[config.mk]
export PLATFORM = sky130hd
export DESIGN_NAME = inst_fetch
export DESIGN_NICKNAME = d
export VERILOG_FILES = /design/src/rtl/inst_fetch_pkg.sv /design/src/rtl/inst_fetch_fifo.sv /design/src/rtl/inst_fetch.sv
export SDC_FILE = /design/constraint.sdc
export NUM_CORES = 1
export LEC_CHECK = 0
export CAP_MARGIN = 20
export CORE_MARGIN = 8
export CORE_UTILIZATION = 44
export CTS_CLUSTER_SIZE = 16
export DETAILED_ROUTE_END_ITERATION = 7
export PLACE_DENSITY = 0.76
export RECOVER_POWER = 50
export SKIP_CTS_REPAIR_TIMING = 1
export SKIP_LAST_GASP = 1
export SYNTH_ARGS = -nofsm -noshare
export SYNTH_HDL_FRONTEND = slang
export SYNTH_SLANG_ARGS = --single-unit
[constraint.sdc]
create_clock -name clk -period 4.2 [get_ports clk]
set_input_delay 0.84 -clock clk [delete_from_list [all_inputs] [get_ports clk]]
set_output_delay 0.84 -clock clk [all_outputs]
set_load 0.01 [all_outputs]
[src/rtl/inst_fetch_pkg.sv]
// Shared types for the instruction fetch unit: bus/instruction words, the NOP
// encoding and the prefetch buffer entry.
package inst_fetch_pkg;

  typedef logic [31:0] dataBus_u;
  typedef logic [31:0] instruction_u;

  localparam instruction_u INSTR_NOP = 32'h0000_0013;

  typedef struct packed {
    dataBus_u     pc;
    instruction_u instruction;
    logic         misaligned;
  } if_entry_t;

endpackage

[src/rtl/inst_fetch_fifo.sv]
// Prefetch buffer between instruction memory and decode. Pointers carry an
// extra wrap bit so full and empty are distinguishable from the count.
module fetch_fifo
  import inst_fetch_pkg::*;
#(
  parameter int FIFO_DEPTH = 2
) (
  input  logic                          clk_i,
  input  logic                          rst_ni,
  input  logic                          push_i,
  input  if_entry_t                     push_data_i,
  input  logic                          pop_i,
  input  logic                          flush_i,
  output if_entry_t                     head_o,
  output logic [$clog2(FIFO_DEPTH):0]   count_o,
  output logic                          full_o,
  output logic                          empty_o
);

  localparam int AW = $clog2(FIFO_DEPTH);
  localparam logic [AW:0] PTR_ONE  = (AW+1)'(1);
  localparam logic [AW:0] CNT_FULL = (AW+1)'(FIFO_DEPTH);

  logic [AW:0] wr_ptr_q, wr_ptr_d;
  logic [AW:0] rd_ptr_q, rd_ptr_d;
  if_entry_t   mem_q [FIFO_DEPTH];

  // Flush wins over any push or pop issued in the same cycle.
  always_comb begin
    wr_ptr_d = wr_ptr_q;
    rd_ptr_d = rd_ptr_q;
    if (flush_i) begin
      wr_ptr_d = '0;
      rd_ptr_d = '0;
    end else begin
      if (push_i) wr_ptr_d = wr_ptr_q + PTR_ONE;
      if (pop_i)  rd_ptr_d = rd_ptr_q + PTR_ONE;
    end
  end

  always_ff @(posedge clk_i or negedge rst_ni) begin
    if (!rst_ni) begin
      wr_ptr_q <= '0;
      rd_ptr_q <= '0;
    end else begin
      wr_ptr_q <= wr_ptr_d;
      rd_ptr_q <= rd_ptr_d;
    end
  end

  always_ff @(posedge clk_i) begin
    if (push_i && !flush_i) mem_q[wr_ptr_q[AW-1:0]] <= push_data_i;
  end

  assign head_o  = mem_q[rd_ptr_q[AW-1:0]];
  assign count_o = wr_ptr_q - rd_ptr_q;
  assign full_o  = (count_o == CNT_FULL);
  assign empty_o = (count_o == '0);

endmodule

[src/rtl/inst_fetch.sv]
// Instruction fetch unit: PC register, imem request/retry, prefetch buffer to
// decode. Optional misaligned-redirect trapping via FETCH_MISALIGN_CHECK_EN.
module inst_fetch
  import inst_fetch_pkg::*;
#(
  parameter logic [31:0] RESET_PC   = 32'h0000_0000,
  parameter int          FIFO_DEPTH = 2
) (
  input  logic         clk,
  input  logic         clk_en,
  input  logic         rst_n,
  output logic         imem_rd_en,
  output dataBus_u     imem_addr,
  input  instruction_u imem_instruction,
  input  logic         imem_ready,
  input  logic         br_taken,
  input  logic [31:0]  br_target,
  output logic         if_valid,
  input  logic         if_ready,
  output instruction_u if_instruction,
  output logic [31:0]  if_pc,
  output logic         if_misaligned
);

  localparam int CW = $clog2(FIFO_DEPTH) + 1;

  logic [31:0] pc_q, pc_d;
  logic        redirect, pop, fetch, fetch_push, fetch_ok;
  logic        fifo_push, fifo_full, fifo_empty;
  if_entry_t   fifo_wdata, fifo_head;
  logic [CW-1:0] unused_fifo_count;
  logic [31:0] target_pc;

  assign redirect = br_taken && clk_en;
  assign pop      = if_valid && if_ready && clk_en;

`ifdef FETCH_MISALIGN_CHECK_EN
  localparam logic [1:0] ST_RUN  = 2'd0;
  localparam logic [1:0] ST_MIS  = 2'd1;
  localparam logic [1:0] ST_IDLE = 2'd2;

  logic [1:0] fsm_q, fsm_d;
  logic       mis_push;

  assign target_pc = br_target;
  assign fetch_ok  = (fsm_q == ST_RUN);
  // The trap entry goes in the cycle after the redirect, once the flush is done.
  assign mis_push  = clk_en && !br_taken && (fsm_q == ST_MIS);

  always_comb begin
    fsm_d = fsm_q;
    if (redirect)      fsm_d = (br_target[1:0] != 2'b00) ? ST_MIS : ST_RUN;
    else if (mis_push) fsm_d = ST_IDLE;
  end

  always_ff @(posedge clk or negedge rst_n) begin
    if (!rst_n) fsm_q <= ST_RUN;
    else        fsm_q <= fsm_d;
  end
`else
  logic unused_target_bits;

  assign unused_target_bits = ^br_target[1:0];
  assign target_pc = {br_target[31:2], 2'b00};
  assign fetch_ok  = 1'b1;
`endif

  assign fetch      = rst_n && clk_en && !br_taken && fetch_ok && (!fifo_full || pop);
  assign fetch_push = fetch && imem_ready;
  assign imem_rd_en = fetch;
  assign imem_addr  = {2'b00, pc_q[31:2]};

  always_comb begin
    fifo_push  = fetch_push;
    fifo_wdata = '{pc: pc_q, instruction: imem_instruction, misaligned: 1'b0};
`ifdef FETCH_MISALIGN_CHECK_EN
    if (mis_push) begin
      fifo_push  = 1'b1;
      fifo_wdata = '{pc: pc_q, instruction: INSTR_NOP, misaligned: 1'b1};
    end
`endif
  end

  always_comb begin
    pc_d = pc_q;
    if (redirect)        pc_d = target_pc;
    else if (fetch_push) pc_d = pc_q + 32'd4;
  end

  always_ff @(posedge clk or negedge rst_n) begin
    if (!rst_n) pc_q <= RESET_PC;
    else        pc_q <= pc_d;
  end

  fetch_fifo #(
    .FIFO_DEPTH (FIFO_DEPTH)
  ) u_fifo (
    .clk_i       (clk),
    .rst_ni      (rst_n),
    .push_i      (fifo_push),
    .push_data_i (fifo_wdata),
    .pop_i       (pop),
    .flush_i     (redirect),
    .head_o      (fifo_head),
    .count_o     (unused_fifo_count),
    .full_o      (fifo_full),
    .empty_o     (fifo_empty)
  );

  // Empty buffer presents a NOP at pc 0 so decode never sees stale data.
  assign if_valid       = !fifo_empty;
  assign if_instruction = fifo_empty ? INSTR_NOP : fifo_head.instruction;
  assign if_pc          = fifo_empty ? 32'h0 : fifo_head.pc;
  assign if_misaligned  = !fifo_empty && fifo_head.misaligned;

endmodule

# After elaboration in Yosys (flattened, before gate mapping)
# Memory sizes are Yosys's and may differ from the RTL's.
# Cells that the tools add are included.
# word_totals
reg_bits	36
latchBits	0
memories	1
elab_cells	36
out_inout_bits	99
ramBits	128
romBits	0
# classes
n_mul	0
order_cmp	0
n_addsub	4
n_mux	10
div_mod_pow	0
n_reduce_logical	17
n_bitwise	0
eq_ne	1
shift	0
# memory_table
name	words	width	read_ports	rd_ports_with_merged_regs	write_ports	line_no	rtl
u_fifo.mem_q	2	64	1	0	1	inst_fetch_fifo.sv:26	if_entry_t mem_q [FIFO_DEPTH];
# op_table
operator	n
2-to-1 mux 32 bit	4
adder 32 x 3 -> 32 bit (second input constant)	1
logical AND 1 bit	8
2-to-1 mux 2 bit	4
adder 2 x 1 -> 2 bit (second input constant)	2
logical NOT 1 bit	4
nonzero test 2 bit	2
equality test 2 bit (second input constant)	1
logical NOT 2 bit	1
2-to-1 mux 1 bit	2
subtractor 2 bit	1
logical AND 1 bit (second input constant)	1
logical OR 1 bit	1

# Logic depth before layout (Yosys ltp)
# logic_depth
word_depth	11
ltp_mapped	7
mapped_depth_nobuf	6

# Cells and area by module
# From an unflattened synthesis, not the netlist that was laid out.
# hier_totals
hier_cells	497
hier_area_um2	7235.7
# modules_own_cells
mod	seq_area_each_um2	cells_per_inst	n_inst	area_per_inst_um2
fetch_fifo	4003.8	226	1	5001.0
inst_fetch	750.7	271	1	2234.6

# Least setup slack after synthesis
# OpenSTA, ideal clock, no wires.
# synth_path
path_type	in2reg
from	in br_taken
to	mem u_fifo.mem_q[0][0] (netlist name), enable pin
setup_ns	0.484
path_stages	4
t_arrival_ns	4.163
setup_slack_ns	-0.447
path_buffers	1
path_cell_list	and3b_1 -> o311ai_0 -> buf_2 -> nor2_1
# synth_between
elab_chain_cells	7
elab_cells_between_ends	9
# synth_lines
element	line_no	rtl
from (decl)	inst_fetch.sv:16	input logic br_taken,
logical NOT 1 bit	inst_fetch.sv:68	assign fetch = rst_n && clk_en && !br_taken && fetch_ok && (!fifo_full || pop);
logical AND 1 bit (2 in a row)	inst_fetch.sv:68	
logical AND 1 bit	inst_fetch.sv:69	assign fetch_push = fetch && imem_ready;
logical AND 1 bit (*)	inst_fetch_fifo.sv:52	if (push_i && !flush_i) mem_q[wr_ptr_q[AW-1:0]] <= push_data_i;
2-to-1 mux 1 bit (*)	inst_fetch_fifo.sv:52	
2-to-1 mux 1 bit (not written as such) (*)	inst_fetch_fifo.sv:52	
to (decl)	inst_fetch_fifo.sv:26	
# Every way passes the cells marked *; elsewhere a longest branch is shown, timed or not.

# Final worst setup path
# layout_path
from	reg u_fifo.rd_ptr_q[0]
to	out if_pc[14]
# layout_between
elab_chain_cells	3
elab_cells_between_ends	4
# layout_lines
element	line_no	rtl
from (decl)	inst_fetch_fifo.sv:25	logic [AW:0] rd_ptr_q, rd_ptr_d;
from (signal assigned)	inst_fetch_fifo.sv:47	rd_ptr_q <= rd_ptr_d;
subtractor 2 bit	inst_fetch_fifo.sv:56	assign count_o = wr_ptr_q - rd_ptr_q;
logical NOT 2 bit	inst_fetch_fifo.sv:58	assign empty_o = (count_o == '0);
2-to-1 mux 32 bit (*)	inst_fetch.sv:113	assign if_pc = fifo_empty ? 32'h0 : fifo_head.pc;
to (decl)	inst_fetch.sv:21	output logic [31:0] if_pc,
# Marked as above.

==> reports/results.ini <==
[placement]
io_buffers = 161
pre_cts_slack_ns = 0.914
place.detailed.instances = 826
place.gp.congestion = 0.803
dp_hpwl_um = 10900

[sta]
setup-tns-final_ns = 0
worst_pin_slew_ns = 1.94
timing.final.setup_violations = 0
rsz0062_at_grt = false
final_worst_setup_slack_ns = 0.610
slew_headroom_pct = -29.4
max_freq_mhz = 279
finalCritPeriodShare_pct = 85.5
clock_skew_ns = 0.0150
timing.final.max_slew_violations = 49
hold_violations = 0
final_period_minus_worst_setup_slack_ns = 3.59

[run_status]
failed_checks = capacitance limit, slew limit
status = finished, violations left

[detailed_routing]
detail_route.first_pass.iterations = 4
via_count = 4424
via_per_inst = 5.16
number_of_remaining_drc_errors = 0
remaining_antenna_violation_count = 0
detail_route.wl_per_cell_um = 18.4
postRouteWirelength_um = 15800
initialDrtViolationCount = 257

[synthesis]
gate_count_post_synth = 493
netlist-cell-type-count = 48
synthTopCellsByArea = sky130_fd_sc_hd__edfxtp_1, sky130_fd_sc_hd__dfrtp_1, sky130_fd_sc_hd__mux2i_1
ys_ff_latch = 158
mappedNetlistArea_um2 = 6630
synth_async_sr_flop_share_pct = 21.5
synth_area_per_cell_um2 = 13.5
synth_edf_count = 124
yosys.area.top_type_share_pct = 56.1
post_synth_most_frequent_cells = sky130_fd_sc_hd__edfxtp_1, sky130_fd_sc_hd__nor2_1, sky130_fd_sc_hd__mux2i_1, sky130_fd_sc_hd__nand2_1, sky130_fd_sc_hd__dfrtp_1
synthMostInstantiatedCell = sky130_fd_sc_hd__edfxtp_1
synth_seq_area_share_pct = 69.0
predominant_post_synthesis_flop_cell = sky130_fd_sc_hd__edfxtp_1
synth_area_leader_cell = sky130_fd_sc_hd__edfxtp_1
synth.yosys.warnings = 0

[final_layout]
num-nets-final = 728
area_growth_pct = 37.0
post_route_cells_drive_above_1_share_pct = 7.46
n_antenna_cell = 0
final_cells = 858

[worst_hold_path]
hp-class = reg -> reg
hold_path_sink = u_fifo.mem_q[0][54]
hold_start = pc_q[22]
hold_depth = 0

[grt]
grt_overflow = 0
globalRouteTotalUtil_pct = 16.6
global_route_wire_length_before_repair_um = 25200
via_count_of_the_first_global_routing_pass = 4674
initial_antenna_violation_count = 0
pin_count_of_the_biggest_net_entering_global_routing = 64

[job]
max_capacitance_violation_count = 2

[pwr]
power.static_leakage_nw = 3.14
netSwitchingPower_w = 0.00132
power_frac_comb_pct = 25.8
ir_worst_vdd_v = 0.000282
power.density_nw_per_um2 = 514
netSwitchingFraction_pct = 28.3
internal_power_w = 0.00335
p_clk_share_pct = 33.6
seq_power_share_pct = 40.6

[clock_tree]
clock_tree_from_tritoncts = built
worst_setup_hold_path_clk_slew_ns = 0.06
cts-root-buf = sky130_fd_sc_hd__clkbuf_16
bufs_on_longest_clock_path = 2
clock_tree.htree_level_count = 4
number_of_buffers_created_by_cts = 17
worstSkewPairLatency_ns = 0.42
cts_num_sinks = 158

[die]
chip_width_um = 139
standard_cell_row_count = 45
floorplan.die_area_um2 = 19300
initial_core_util_pct = 44.3
ioPinCount = 169
core_um2 = 15000
die_h_um = 139

[critical_path]
reg2regPathDepth = 4
crit-reg2reg-launch = u_fifo.rd_ptr_q[0]
reg2reg_setup_slack_ns = 0.78
arrival_time_of_data_at_the_critical_path_endpoint_ns = 2.75
worstPathBufferInverterCount = 2
critical-path-max-stage-delay_ns = 0.74
cp_data_required_time_ns = 3.36
worstSetupEndpointType = output port
critPathTopFamily = buffers and inverters
r2r-end = u_fifo.mem_q[0][15]
cp_slowest_cell = sky130_fd_sc_hd__dfrtp_4
path_class = reg -> out
cp_cell_sequence = buf_4 > mux2i_1 > nor2_1 > clkdlybuf4s50_1
critical_path.startpoint_type = flip-flop
critical_path_peak_fanout = 40

[flip-flops by register name, indices dropped and copies added (netlist names)]
register / cells
u_fifo.mem_q: 124
pc_q: 30
u_fifo.rd_ptr_q: 2
u_fifo.wr_ptr_q: 2
[power groups by stage]
stage | Sequential [W] | Clock, W | Combinational, W
finish | 0.00189 | 0.00157 | 0.00120
global route | 0.00191 | 0.00166 | 0.00129
CTS | 0.00190 | 0.00160 | 0.00125
detailed placement | 0.00193 | 0 | 0.00124
global placement | 0.00192 | 0 | 0.00123
floorplan | 0.00188 | 0 | 0.000576
[layout by cell type, fill, tap and decap left out, drive strengths merged, types with 3 or more instances in the layout]
| cell type | instances |
|---|---|
| o21ai | 17 |
| edfxtp | 124 |
| nand4 | 6 |
| clkbuf | 20 |
| dfrtp | 34 |
| conb | 5 |
| clkdlybuf4s50 | 98 |
| clkinvlp | 5 |
| bufinv | 3 |
| mux2i | 63 |
| a211oi | 5 |
| and2 | 5 |
| nand2 | 39 |
| inv | 8 |
| buf | 9 |
| nor3 | 10 |
| and4 | 3 |
| xor2 | 8 |
| clkinv | 3 |
| nor4 | 6 |
| xnor2 | 17 |
| nand3 | 13 |
| nor2 | 78 |
| dlygate4sd3 | 62 |
| a21oi | 6 |
[layer usage]
metal  track usage (%)  part of all wire (%)  wire length [um]  vias up
met2              26.8                    48              7570      155
met5                 0                     0                 0        -
met4              5.95                   1.7               273        0
li1                  -                     -                 -     2112
met1              20.6                    44              7030     2137
met3              5.09                   5.9               934       20
[worst max-delay path by stage]
stage / start / endpoint / slack [ns] / cells after the start
6_report: u_fifo.rd_ptr_q[0] / if_pc[14] / 0.61 / 4
3_5_place_dp: clk_en / u_fifo.mem_q[0][2] / 0.91 / 5
3_3_place_gp: clk_en / u_fifo.mem_q[0][2] / 0.97 / 5
4_1_cts: u_fifo.rd_ptr_q[0] / if_pc[12] / 0.56 / 4
2_1_floorplan: br_taken / u_fifo.mem_q[0][0] / 0.61 / 4
5_1_grt: u_fifo.rd_ptr_q[0] / if_pc[14] / 0.41 / 4
[cells by family after synthesis]
| logic type | Yosys count | share of synthesized area [%] |
|---|---|---|
| adder cells (fa/ha/maj) | 1 | 0.189 |
| AO/OA/AOI/OAI | 41 | 4.00 |
| flip-flops | 158 | 69.0 |
| buffers and inverters | 35 | 2.34 |
| XOR/XNOR | 25 | 3.30 |
| multiplexers | 64 | 9.68 |
| AND/OR/NAND/NOR | 168 | 11.5 |
| other | 1 | 0.0565 |
[per-stage QoR]
stage	hold slack [ns]	power, W	utilization, %	area [um2]
after detailed placement	0.542	0.00317	56.7	8490
after CTS	0.482	0.00474	60.8	9100
final	0.554	0.00467	60.7	9090
after global routing	0.582	0.00486	60.7	9090
after floorplan	0.525	0.00246	-	6650
after global placement	0.515	0.00315	56.7	8490
[cell type report]
type | count | area (um2)
clock buffer | 17 | 425
clock inverter | 15 | 185
fill | 1175 | 5890
inverter | 4 | 15.0
multi-input combinational | 304 | 1930
sequential | 158 | 4580
tap | 188 | 235
timing repair buffer | 172 | 1720
No activity file was read; power rests on OpenSTA's default activity.
